### config.mk
export PLATFORM = sky130hd
export DESIGN_NAME = piso_serializer
export DESIGN_NICKNAME = d
export VERILOG_FILES = /design/src/rtl/piso_serializer.sv
export SDC_FILE = /design/constraint.sdc
export NUM_CORES = 1
export LEC_CHECK = 0
export CAP_MARGIN = 20
export CORE_MARGIN = 1
export CORE_UTILIZATION = 51
export CTS_BUF_LIST = sky130_fd_sc_hd__clkbuf_4
export DETAILED_ROUTE_END_ITERATION = 16
export GPL_ROUTABILITY_DRIVEN = 1
export PLACE_DENSITY = 0.81
export SYNTH_ARGS = -nofsm -noshare
export SYNTH_HDL_FRONTEND = slang
export SYNTH_SLANG_ARGS = --single-unit
### constraint.sdc
create_clock -name clk -period 2 [get_ports clk]
set_clock_uncertainty 0.15 [all_clocks]
set_input_delay 0.4 -clock clk [delete_from_list [all_inputs] [get_ports clk]]
set_output_delay 0.4 -clock clk [all_outputs]
set_load 0.1 [all_outputs]
### src/rtl/piso_serializer.sv
// piso_serializer: parallel-in serial-out transmitter.
//
// Accepts a WIDTH-bit word over a valid/ready handshake and shifts it out one
// bit per clock with a per-bit valid strobe and a last-bit marker.
//
// Optional feature: define PISO_PARITY_EN to append one even-parity bit
// (XOR of the accepted word) after the data bits of every frame.
//
// Parameters:
//   WIDTH      data word width in bits (>= 2)
//   LSB_FIRST  0 = shift MSB first, 1 = shift LSB first
//
// Ports:
//   clk           system clock, rising-edge active
//   reset         asynchronous active-low reset
//   load_valid    parallel_in holds a word to transmit
//   load_ready    block can accept a word this cycle (decoded from state)
//   parallel_in   word to serialize
//   serial_out    current serial bit
//   serial_valid  serial_out carries a valid bit this cycle
//   last          serial_out is the final bit of the frame
//   busy          a frame is in progress
module piso_serializer #(
  parameter int unsigned WIDTH     = 8,
  parameter int unsigned LSB_FIRST = 0
) (
  input  logic             clk,
  input  logic             reset,
  input  logic             load_valid,
  output logic             load_ready,
  input  logic [WIDTH-1:0] parallel_in,
  output logic             serial_out,
  output logic             serial_valid,
  output logic             last,
  output logic             busy
);

  localparam int unsigned CNT_W = $clog2(WIDTH + 1);
  localparam logic [CNT_W-1:0] CNT_LAST = CNT_W'(WIDTH - 1);

`ifdef PISO_PARITY_EN
  typedef enum logic [1:0] {
    IDLE   = 2'd0,
    SHIFT  = 2'd1,
    PARITY = 2'd2
  } state_e;
`else
  typedef enum logic {
    IDLE  = 1'b0,
    SHIFT = 1'b1
  } state_e;
`endif

  state_e           state_q, state_d;
  logic [WIDTH-1:0] shreg_q, shreg_d;
  logic [CNT_W-1:0] cnt_q, cnt_d;
`ifdef PISO_PARITY_EN
  logic             parity_q, parity_d;
`endif

  logic             accept;
  logic             data_last;
  logic             final_cycle;
  logic             out_bit;

  // Last data bit of the frame is on the line.
  assign data_last = (state_q == SHIFT) && (cnt_q == CNT_LAST);

  // Final cycle of the frame: the slot in which a follow-on word may load.
`ifdef PISO_PARITY_EN
  assign final_cycle = (state_q == PARITY);
`else
  assign final_cycle = data_last;
`endif

  // Ready is a pure state decode so it never depends on load_valid.
  assign load_ready = (state_q == IDLE) || final_cycle;
  assign accept     = load_valid && load_ready;

  // Bit at the output end of the shift register.
  assign out_bit = (LSB_FIRST != 0) ? shreg_q[0] : shreg_q[WIDTH-1];

  // Output decode from registered state.
  always_comb begin
    serial_out   = 1'b0;
    serial_valid = (state_q != IDLE);
    busy         = (state_q != IDLE);
    last         = final_cycle;
    if (state_q == SHIFT) begin
      serial_out = out_bit;
    end
`ifdef PISO_PARITY_EN
    else if (state_q == PARITY) begin
      serial_out = parity_q;
    end
`endif
  end

  // Next-state and datapath update.
  always_comb begin
    state_d  = state_q;
    shreg_d  = shreg_q;
    cnt_d    = cnt_q;
`ifdef PISO_PARITY_EN
    parity_d = parity_q;
`endif

    unique case (state_q)
      IDLE: begin
        if (accept) begin
          state_d  = SHIFT;
          shreg_d  = parallel_in;
          cnt_d    = '0;
`ifdef PISO_PARITY_EN
          parity_d = ^parallel_in;
`endif
        end
      end

      SHIFT: begin
        shreg_d = (LSB_FIRST != 0) ? (shreg_q >> 1) : (shreg_q << 1);
        if (cnt_q == CNT_LAST) begin
`ifdef PISO_PARITY_EN
          state_d = PARITY;
`else
          // Back-to-back: a word accepted on the last bit restarts the frame.
          if (accept) begin
            state_d = SHIFT;
            shreg_d = parallel_in;
            cnt_d   = '0;
          end else begin
            state_d = IDLE;
          end
`endif
        end else begin
          cnt_d = cnt_q + CNT_W'(1);
        end
      end

`ifdef PISO_PARITY_EN
      PARITY: begin
        if (accept) begin
          state_d  = SHIFT;
          shreg_d  = parallel_in;
          cnt_d    = '0;
          parity_d = ^parallel_in;
        end else begin
          state_d  = IDLE;
        end
      end
`endif

      default: begin
        state_d = IDLE;
      end
    endcase
  end

  // State and datapath registers.
  always_ff @(posedge clk or negedge reset) begin
    if (!reset) begin
      state_q  <= IDLE;
      shreg_q  <= '0;
      cnt_q    <= '0;
`ifdef PISO_PARITY_EN
      parity_q <= 1'b0;
`endif
    end else begin
      state_q  <= state_d;
      shreg_q  <= shreg_d;
      cnt_q    <= cnt_d;
`ifdef PISO_PARITY_EN
      parity_q <= parity_d;
`endif
    end
  end

endmodule

# Word level (Yosys, flattened, before mapping)
# Cells that the tools add are included.
# totals
regBits	13
inputBits	11
output_inout_bits	5
wordCells	21
# op_classes
add_sub_neg	1
n_eq_ne	2
n_mux	11
bitwise	1
reduce_logical	3
# ops
cell	n
two-way mux 8 bit	3
one-hot mux 8 bit (2 select lines)	1
two-way mux 4 bit	2
one-hot mux 4 bit (2 select lines)	1
adder 4 x 1 -> 4 bit (second input constant)	1
equality test 4 x 3 -> 1 bit (second input constant)	1
two-way mux 1 bit	3
logical AND 1 bit	2
!= test 2 bit (second input constant)	1
one-hot mux 1 bit (2 select lines)	1
logical OR 1 bit	1
NOT 1 bit	1

# Longest topological paths before layout
# Gate-level depths: netlist of run 1.
# depth
word_depth	7
mapped_depth	5
mapped_depth_nobuf	4

# Worst setup path before layout of run 1
# Ideal clock, no wire load.
# synth_path
path_type	register to output
startpoint	reg state_q (netlist: busy)
endpoint	out last
arrival_time_ps	3462
required_ps	1450
path_slack_ps	-2012
path_stages_with_launch	3
n_path_buf	0
cell_sequence	dfrtp_1 > clkinv_2 > nor3_1
# synth_between
elab_chain_len	1
# synth_lines
item	line	rtl
from (decl)	54	state_e state_q, state_d;
from (signal assigned)	169	state_q <= state_d;
logical AND 1 bit	67	assign data_last = (state_q == SHIFT) && (cnt_q == CNT_LAST);
to (decl)	34	output logic last,
# No other way between the ends.

# Final worst setup path of run 1
# layout_path
startpoint	reg cnt_q[1]
endpoint	out load_ready
# layout_between
elab_chain_len	3
# layout_lines
item	line	rtl
from (decl)	56	logic [CNT_W-1:0] cnt_q, cnt_d;
from (signal assigned)	171	cnt_q <= cnt_d;
equality test 4 x 3 -> 1 bit	67	
logical AND 1 bit	67	
logical OR 1 bit	77	assign load_ready = (state_q == IDLE) || final_cycle;
to (decl)	30	output logic load_ready,
# No other way between the ends.

==> results of run 1 <==
-- cells by family (layout without fill, tap and decap cells) --
logic type	after synthesis	after routing	share of synthesized area [%]
buffers and inverters	5	31	6.29
adder cells (fa/ha/maj)	1	1	1.70
flip-flops	13	13	44.2
AO/OA/AOI/OAI	23	23	29.3
multiplexers	2	2	2.89
AND/OR/NAND/NOR	19	19	15.6
-- flip-flops by register name (all words and copies together) (netlist names) --
name,flops
shreg_q,8
busy,1
cnt_q,4
-- path summary, 6_finish.rpt --
kind / start / end / slack [ns] / cells past startpoint
setup / recovery: cnt_q[1] / load_ready / 0.06 / 4
hold / removal: reset / busy / 0.21 / 1
setup reg to reg: busy / shreg_q[6] / 0.30 / 5
hold reg to reg: shreg_q[0] / shreg_q[0] / 0.42 / 1
max in group asynchronous: reset / shreg_q[1] / 1.06 / 2
min in group clk: shreg_q[0] / shreg_q[0] / 0.42 / 1
-- through the flow --
| step | hold WS [ns] | setup slack (ns) | util [%] | std cells |
|---|---|---|---|---|
| after global routing | 0.231 | 0.00946 | 81.5 | 104 |
| after CTS | 0.219 | -0.0239 | 77.9 | 100 |
| after floorplan | -0.0456 | -0.101 | - | 63 |
| final | 0.210 | 0.0603 | 81.5 | 104 |
| after detailed placement | 0.375 | 0.228 | 73.1 | 93 |
| after global placement | 0.354 | 0.254 | 73.1 | 93 |
-- power groups by stage --
| stage | combinational [mW] | clock [mW] | sequential (mW) |
|---|---|---|---|
| after CTS | 0.991 | 0.188 | 0.479 |
| after detailed placement | 0.922 | 0 | 0.506 |
| final | 1.08 | 0.188 | 0.495 |
| after global placement | 0.905 | 0 | 0.496 |
| after floorplan | 0.641 | 0 | 0.502 |
| after global routing | 1.13 | 0.200 | 0.504 |
-- worst max-delay path: cells and delay by family, from the launching register on --
kind                       cells  cell delay, ns
and+or+nand+nor                1            0.07
adders and majority gates      1            0.19
buffers and inverters          1            0.20
AOI/OAI and AO/OA              1            0.21
DFF                            1            0.43
-- cell type report --
type	instances	area [sq um]
multi-input cells	45	404
flip-flops and latches	13	329
repair buffers	26	283
fillers	75	244
clock buffers	4	30.0
well taps	15	18.8
inverters	1	8.76
-- synth_stat cells --
| library cell | n | share of area [%] |
|---|---|---|
| dfrtp_1 | 13 | 44 |
| o221a_2 | 7 | 11 |
| a211o_2 | 6 | 8.2 |
| o21ai_0 | 5 | 3.4 |
| and2_2 | 4 | 4.1 |
| buf_6 | 3 | 4.6 |
| nand2_1 | 3 | 1.5 |
| nor2_1 | 2 | 1.0 |
| nor2b_1 | 2 | 1.7 |
| a211o_1 | 1 | 1.2 |
| a32o_1 | 1 | 1.4 |
| and2_0 | 1 | 0.85 |
| and2_1 | 1 | 0.85 |
| and2b_1 | 1 | 1.0 |
| and2b_2 | 1 | 1.2 |
| and3b_1 | 1 | 1.2 |
| buf_4 | 1 | 1.0 |
| clkinv_2 | 1 | 0.68 |
| ha_1 | 1 | 1.7 |
| mux2_2 | 1 | 1.5 |
| mux2i_1 | 1 | 1.4 |
| nand2b_1 | 1 | 0.85 |
| nand3_1 | 1 | 0.68 |
| nor3_1 | 1 | 0.68 |
| o211ai_1 | 1 | 1.0 |
| o21ai_2 | 1 | 1.2 |
| o21ai_4 | 1 | 2.2 |
-- placed cells by master, fill, tap and decap left out, types with 4 or more instances in the layout --
cell type / count
buf_4: 11
clkdlybuf4s50_1: 10
dfrtp_1: 12
o221a_2: 7
clkbuf_4: 4
and2_2: 5
o21ai_0: 5
a211o_2: 6
buf_12: 5
-- per-layer routing --
metal / GRT usage (%) / part of all wire [%] / up-vias
li1: - / - / 296
met1: 31.6 / 43 / 298
met2: 40.3 / 48 / 22
met3: 5.00 / 5.8 / 4
met4: 20.7 / 2.8 / 0
met5: 0 / 0 / -
-- repair_timing --
item / 4_1_cts / 5_1_grt
gates resized for setup: 2 / 3
pin swaps: 1 / 2
endpoints found under the setup margin: 2 / 2
setup buffers: 3 / 4
endpoints found under the hold margin: 0 / 0
==> reports/qor.csv, run 1 <==
stage;metric;value;unit
run_status;status;completed;
hold_path;hp-class;in -> async;
clock_network;root_buffer;clkbuf_4;
sta;tightestPinTransition;0.333;ns
critical_path;cp_slowest_stage_delay;0.43;ns
power_and_ir_drop;switching_power;0.779;mW
synth;ys_types;27;
floorplan;die_h;40.0;um
detailed_routing;antenna_left;0;
power_and_ir_drop;p_leak;0.489;nW
finish;drive_above_1_share;52.8;%
critical_path;cp_max_fo;5;
synth;mappedNetlistArea;736;sq um
clock_network;cts_buffer_depth;2;
power_and_ir_drop;p_int;0.979;mW
clock_network;insertion_delay;0.29;ns
sta;slew_viol_final;0;
clock_network;htree_levels;1;
critical_path;path_cells;ha_4, nand2_4, o21ai_4, buf_12;
finish;antenna_cells;0;
synth;synth_cells;63;
critical_path;worstPathArrival;1.39;ns
power_and_ir_drop;p_clk_share;10.7;%
clock_network;ctsHoldBuffers;0;
synth;yosysWarnings;0;
sta;fin_crit_sh;97.0;%
finish;stdcell_area;1070;sq um
floorplan;io_pins;16;
power_and_ir_drop;power_frac_comb;61.2;%
detailed_routing;wl_per_cell;17.0;um
finish;syn2layout_area_growth;45.9;%
clock_network;cts_tree;done;
sta;finalSetupViolations;0;
synth;avgSynthCellArea;11.7;sq um
critical_path;critPathLaunchType;flip-flop;
sta;max-slew-margin-rel;77.7;%
finish;nNetsFinal;102;
placed_design;place_area;963;sq um
placed_design;dp_hpwl;1210;um
sta;setup_tns;0;ns
synth;ys_ff_latch;13;
global_routing;grt_pass1_wl;2480;um
synth;synth_nets;75;
clock_network;cts_buffers;3;
placed_design;port_buffers;15;
sta;final.min_clock_period;1.94;ns
critical_path;critPathSlowestCell;dfrtp_1;
detailed_routing;drt_pass1_iterations;4;
synth;yosysSeqAreaShare;44.2;%
sta;timing.fmax;516;MHz
global_routing;grt_overflow;0;
global_routing;grt_max_degree;13;
critical_path;worstPathRequired;1.45;ns
global_routing;antenna_found_initial;0;
detailed_routing;via_per_inst;5.96;
power_and_ir_drop;irDropWorstVdd;0.00103;V
detailed_routing;wl;1770;um
sta;rsz0062_at_grt;false;
power_and_ir_drop;p_total;1.76;mW
critical_path;path_class;reg -> out;
global_routing;grt_pass1_vias;531;
floorplan;dieArea;1600;sq um
floorplan;row_count;13;
critical_path;end_kind;output pin;
floorplan;die_w;40.0;um
power_and_ir_drop;p_seq_share;28.1;%
detailed_routing;first_iter_violations;14;
placed_design;gp_congestion;0.791;
clock_network;cts.sinks;13;
detailed_routing;drc;0;
detailed_routing;vias;620;
floorplan;initial_core_util;55.8;%
global_routing;grtUsageTotal;26.1;%
clock_network;clk_pin_slew;0.09;ns
sta;finalHoldViolCount;0;
power_and_ir_drop;sw_frac_of_total;44.3;%
power_and_ir_drop;powerDensity;1640;nW/um^2
flow_run;drv_cap;0;
floorplan;placeableCoreArea;1320;sq um
(Power assumes the default switching activity.)
==> inputs of run 2 (changes only) <==
==> constraint.sdc (replaced) <==
create_clock -name clk -period 2.1 [get_ports clk]
set_clock_uncertainty 0.15 [all_clocks]
set_input_delay 0.42 -clock clk [delete_from_list [all_inputs] [get_ports clk]]
set_output_delay 0.42 -clock clk [all_outputs]
set_load 0.1 [all_outputs]
==> run 2 against run 1 <==
  * Utilization is 5.7 points lower
  * Power is 13% lower
  * Wire length is 13% lower
  * First-iteration DRC count is 43% higher
  * Hold slack better by 0.15 ns
  * Worst setup slack better by 0.019 ns
  * Count of clock-buffer cells in the layout stayed put
  * Non-clock buffer count is 8 lower
  * Via count is 6.3% lower
  * Combinational power is 19% lower
  * Critical endpoint is now last
==> reports/qor.csv, run 2 (synthesis results as in run 1) <==
stage;metric;value;unit;change
run_status;status;completed;;unchanged
global_routing;grt_overflow;0;;unchanged
detailed_routing;antenna_left;0;;unchanged
power_and_ir_drop;irDropWorstVdd;0.000907;V;was 0.00103 V
critical_path;worstPathRequired;1.53;ns;was 1.45 ns
detailed_routing;drc;0;;unchanged
clock_network;insertion_delay;0.27;ns;was 0.29 ns
floorplan;initial_core_util;55.8;%;unchanged
finish;drive_above_1_share;48.1;%;was 52.8%
critical_path;critPathLaunchType;flip-flop;;unchanged
power_and_ir_drop;p_leak;0.444;nW;was 0.489 nW
detailed_routing;first_iter_violations;20;;was 14
sta;setup_tns;0;ns;unchanged
global_routing;grtUsageTotal;24.0;%;was 26.1%
floorplan;die_w;40.0;um;unchanged
critical_path;end_kind;output pin;;unchanged
finish;final_common_cell;dfrtp_1;;unchanged
clock_network;post_cts_buffers;0;;was 3
clock_network;root_buffer;clkbuf_4;;unchanged
floorplan;die_h;40.0;um;unchanged
finish;fin_util;75.8;%;was 81.5%
detailed_routing;drt_pass1_iterations;4;;unchanged
clock_network;cts_buffers;3;;unchanged
finish;syn2layout_area_growth;35.7;%;was 45.9%
critical_path;reg2reg_depth;5;;unchanged
sta;fin_crit_sh;96.2;%;
clock_network;htree_levels;1;;unchanged
floorplan;io_pins;16;;unchanged
sta;tightestPinTransition;0.587;ns;was 0.333 ns
placed_design;dp_hpwl;1050;um;was 1210 um
finish;largest_register;shreg_q;;unchanged
sta;slew_viol_final;0;;unchanged
sta;final.min_clock_period;2.02;ns;
sta;finalSetupViolations;0;;unchanged
detailed_routing;wl;1540;um;was 1770 um
floorplan;dieArea;1600;sq um;unchanged
flow_run;drv_cap;0;;unchanged
clock_network;cts_buffer_depth;2;;unchanged
global_routing;grt_use_met3;6.67;%;was 5.00%
critical_path;cp_max_fo;5;;unchanged
sta;timing.fmax;495;MHz;
finish;nNetsFinal;94;;was 102
sta;max-slew-margin-rel;60.8;%;was 77.7%
finish;layout_common_cells;dfrtp_1, clkdlybuf4s50_1, o221a_2, a211o_2;;was dfrtp_1, buf_4, clkdlybuf4s50_1, o221a_2, a211o_2
detailed_routing;via_per_inst;6.05;;was 5.96
global_routing;top_usage_layer;met2;;unchanged
detailed_routing;wl_per_cell;16.1;um;was 17.0 um
critical_path;worstPathArrival;1.45;ns;was 1.39 ns
sta;rsz0062_at_grt;false;;unchanged
floorplan;placeableCoreArea;1320;sq um;unchanged
critical_path;path_class;reg -> out;;unchanged
global_routing;grt_pass1_wl;2440;um;was 2480 um
sta;finalHoldViolCount;0;;unchanged
global_routing;grt_pass1_vias;516;;was 531
global_routing;antenna_found_initial;0;;unchanged
global_routing;grt_max_degree;16;;was 13
detailed_routing;vias;581;;was 620
finish;antenna_cells;0;;unchanged
hold_path;hp-class;in -> async;;unchanged
floorplan;row_count;13;;unchanged
power_and_ir_drop;powerDensity;1540;nW/um^2;was 1640 nW/um^2
clock_network;cts.sinks;13;;unchanged
clock_network;cts_tree;done;;unchanged
finish;largest_reg_flops;8;;unchanged
clock_network;clk_pin_slew;0.08;ns;was 0.09 ns
placed_design;gp_congestion;0.779;;was 0.791
global_routing;use_met2;39.1;%;was 40.3%
global_routing;met1_usage;30.6;%;was 31.6%
placed_design;port_buffers;15;;unchanged
[run 2: cell count changes in the layout (fill, tap and decap cells not counted), sizes merged]
| cell | delta |
|---|---|
| buf | -8 |
[run 2: worst max-delay path, stage by stage, from the launching register on]
cell and delay (ns):
dfrtp_1 0.41, ha_2 0.24, nand2_2 0.10, nor3_4 0.23, buf_12 0.20
[run 2: report_power, final]
part	leakage, nW	switching [mW]	internal [mW]
Combinational	0.261	0.473	0.403
Clock	0.0184	0.0795	0.0864
Sequential	0.164	0.137	0.356
[run 2: cell type report]
class	instances	area, sq um
Clock buffer	4	30.0
Timing Repair Buffer	18	223
Multi-Input combinational cell	45	389
Tap cell	15	18.8
Fill cell	90	319
Sequential cell	13	329
Inverter	1	8.76
[run 2: stage by stage]
| stage | cells | setup slack (ns) | power, mW | hold slack [ns] | instance area [sq um] |
|---|---|---|---|---|---|
| 6_report | 96 | 0.0788 | 1.54 | 0.364 | 998 |
| 5_1_grt | 96 | 0.0185 | 1.62 | 0.411 | 998 |
| 4_1_cts | 96 | 0.0224 | 1.51 | 0.376 | 986 |
| 3_5_place_dp | 92 | 0.334 | 1.34 | 0.368 | 956 |
| 3_3_place_gp | 92 | 0.346 | 1.32 | 0.357 | 956 |
| 2_1_floorplan | 63 | -0.0211 | 1.09 | -0.0256 | 756 |
[run 2: routing by layer]
| layer | routed length [um] | up-vias |
|---|---|---|
| met5 | 0 | - |
| met4 | 0 | 0 |
| met3 | 84 | 0 |
| met2 | 776 | 20 |
| met1 | 682 | 286 |
| li1 | - | 275 |
[run 2: final timing paths]
| kind | to | from | slack [ns] |
|---|---|---|---|
| max in group asynchronous | busy | reset | 1.00 |
| min in group clk | shreg_q[0] | shreg_q[0] | 0.39 |
| max reg2reg | cnt_q[1] | cnt_q[0] | 0.39 |
| min reg2reg | shreg_q[0] | shreg_q[0] | 0.39 |
| max | last | cnt_q[0] | 0.08 |
| min | shreg_q[7] | reset | 0.36 |
[run 2: repair_timing]
action,4_1_cts,5_1_grt
hold buffers,0,0
endpoints found under the setup margin,0,2
resized for setup,0,3
==> inputs of run 3 (changes only) <==
--- a/config.mk
+++ b/config.mk
@@ -6,8 +6,10 @@
 export NUM_CORES = 1
 export LEC_CHECK = 0
 export CAP_MARGIN = 20
+export CELL_PAD_IN_SITES_DETAIL_PLACEMENT = 0
+export CELL_PAD_IN_SITES_GLOBAL_PLACEMENT = 1
 export CORE_MARGIN = 1
-export CORE_UTILIZATION = 51
+export CORE_UTILIZATION = 40
 export CTS_BUF_LIST = sky130_fd_sc_hd__clkbuf_4
 export DETAILED_ROUTE_END_ITERATION = 16
 export GPL_ROUTABILITY_DRIVEN = 1
==> run 3 against run 2 <==
  * Non-clock buffer count rose by 2
  * Die area is 26% higher
  * Sequential power is essentially flat
  * Flip-flop and latch count unchanged
  * Final cell count increased by 13%
  * Worst setup slack improved by 0.043 ns
  * Power increased by 2.5%
  * Sequential share of layout area is 1.2 points lower
  * First-iteration DRC count fell by 40%
  * Critical path type unchanged
==> reports/qor.csv, run 3 (synthesis results as in run 1) <==
stage;metric;value;unit;change
run_status;status;completed;;unchanged
finish;largest_register;shreg_q;;unchanged
global_routing;antenna_found_initial;0;;unchanged
placed_design;gp_congestion;0.756;;was 0.779
floorplan;die_h;44.9;um;was 40.0 um
clock_network;root_buffer;clkbuf_4;;unchanged
sta;rsz0062_at_grt;false;;unchanged
placed_design;dp_cells;102;;was 92
sta;slew_viol_final;0;;unchanged
finish;syn2layout_area_growth;40.8;%;was 35.7%
critical_path;worstPathArrival;1.41;ns;was 1.45 ns
clock_network;cts_buffers;3;;unchanged
sta;final.min_clock_period;1.98;ns;was 2.02 ns
critical_path;end_kind;output pin;;unchanged
placed_design;dp_hpwl;1120;um;was 1050 um
floorplan;initial_core_util;42.6;%;was 55.8%
finish;finalNonFillerCells;108;;was 96
power_and_ir_drop;p_total;1.57;mW;was 1.54 mW
clock_network;insertion_delay;0.28;ns;was 0.27 ns
detailed_routing;via_per_inst;5.36;;was 6.05
critical_path;cp_slowest_stage_delay;0.43;ns;was 0.41 ns
sta;max-slew-margin-rel;78.9;%;was 60.8%
power_and_ir_drop;irDropWorstVdd;0.000941;V;was 0.000907 V
global_routing;grt_pass1_wl;2670;um;was 2440 um
detailed_routing;wl_per_cell;14.9;um;was 16.1 um
clock_network;htree_levels;1;;unchanged
clock_network;cts_tree;done;;unchanged
critical_path;critPathSlowestCell;dfrtp_1;;unchanged
clock_network;clk_pin_slew;0.09;ns;was 0.08 ns
global_routing;grt_overflow;0;;unchanged
placed_design;port_buffers;15;;unchanged
sta;timing.fmax;506;MHz;was 495 MHz
sta;fin_crit_sh;94.2;%;was 96.2%
critical_path;worstPathRequired;1.53;ns;about the same
floorplan;row_count;15;;was 13
detailed_routing;antenna_left;0;;unchanged
detailed_routing;drt_pass1_iterations;4;;unchanged
clock_network;cts.sinks;13;;unchanged
finish;stdcell_area;1040;sq um;was 998 sq um
power_and_ir_drop;powerDensity;1520;nW/um^2;was 1540 nW/um^2
sta;finalSetupViolations;0;;unchanged
finish;largest_reg_flops;8;;unchanged
sta;tightestPinTransition;0.316;ns;was 0.587 ns
finish;drive_above_1_share;49.4;%;was 48.1%
critical_path;r2r-start;cnt_q[0];;unchanged
hold_path;hp-class;in -> async;;unchanged
critical_path;cp_max_fo;5;;unchanged
detailed_routing;drc;0;;unchanged
critical_path;critPathLaunchType;flip-flop;;unchanged
floorplan;placeableCoreArea;1730;sq um;was 1320 sq um
floorplan;io_pins;16;;unchanged
critical_path;startpoint;cnt_q[0];;unchanged
detailed_routing;wl;1610;um;was 1540 um
sta;finalHoldViolCount;0;;unchanged
detailed_routing;vias;579;;was 581
power_and_ir_drop;p_leak;0.455;nW;was 0.444 nW
clock_network;cts_buffer_depth;2;;unchanged
global_routing;grt_pass1_vias;576;;was 516
placed_design;place_area;968;sq um;was 956 sq um
flow_run;drv_cap;0;;unchanged
sta;worst_hold_slack;0.232;ns;was 0.364 ns
floorplan;die_w;44.9;um;was 40.0 um
finish;layout_common_cells;dfrtp_1, clkdlybuf4s50_1, o221a_2, a211o_2;;unchanged
finish;antenna_cells;0;;unchanged
critical_path;path_cells;ha_4, nand2_2, o21ai_4, buf_12;;was ha_2, nand2_2, nor3_4, buf_12
finish;final_common_cell;dfrtp_1;;unchanged
finish;nNetsFinal;96;;was 94
global_routing;grt_max_degree;16;;unchanged
global_routing;grtUsageTotal;19.0;%;was 24.0%
floorplan;dieArea;2010;sq um;was 1600 sq um
critical_path;path_class;reg -> out;;unchanged
detailed_routing;first_iter_violations;12;;was 20
## run 3: cell types whose count changed in the layout (fill, tap and decap cells not counted)
cell / change
buf_4: +2
ha_2: -1
ha_4: +1
## run 3: layout make-up
cell class | count | area [sq um]
Fill cell | 153 | 691
Multi-Input combinational cell | 45 | 399
Sequential cell | 13 | 329
Timing Repair Buffer | 20 | 238
Tap cell | 25 | 31.3
Clock buffer | 4 | 30.0
Inverter | 1 | 8.76
## run 3: path summary, 6_finish.rpt
check | endpoint | slack (ns) | depth (start not counted)
setup reg to reg | cnt_q[1] | 0.37 | 6
max in group asynchronous | shreg_q[2] | 1.14 | 2
min in group clk | shreg_q[0] | 0.38 | 1
hold reg to reg | shreg_q[0] | 0.38 | 1
hold / removal | busy | 0.23 | 1
setup / recovery | load_ready | 0.12 | 4
## run 3: worst max-delay path: cells and delay by family, from the launching register on
kind	cells	cell delay, ns
and+or+nand+nor	1	0.09
adders and majority gates	1	0.18
DFF	1	0.43
buffers and inverters	1	0.20
AOI/OAI and AO/OA	1	0.23
## run 3: metal layers
metal | vias to the layer above | track usage [%] | routed length (um)
met4 | 0 | 6.67 | 12
met5 | - | 0 | 0
met3 | 2 | 7.60 | 89
met1 | 282 | 25.6 | 780
met2 | 16 | 27.6 | 726
li1 | 279 | - | -
## run 3: repair_timing
action | CTS | global route
endpoints found under the setup margin | 1 | 2
resized for setup | 1 | 3
buffers inserted | 0 | 2
pin swaps | 0 | 1
hold buffers | 0 | 0
## run 3: stage by stage
| step | TNS [ns] | utilization [%] | worst slack (ns) |
|---|---|---|---|
| floorplan | -0.0211 | - | -0.0211 |
| global placement | 0 | 56.1 | 0.330 |
| detailed placement | 0 | 56.1 | 0.278 |
| CTS | 0 | 58.3 | 0.00742 |
| global route | 0 | 60.0 | 0.0471 |
| finish | 0 | 60.0 | 0.122 |
## run 3: power breakdown
part / internal (mW) / total, mW / leakage (nW) / switching [mW]
registers: 0.356 / 0.496 / 0.164 / 0.140
clock network: 0.0867 / 0.172 / 0.0184 / 0.0854
logic: 0.430 / 0.905 / 0.273 / 0.475
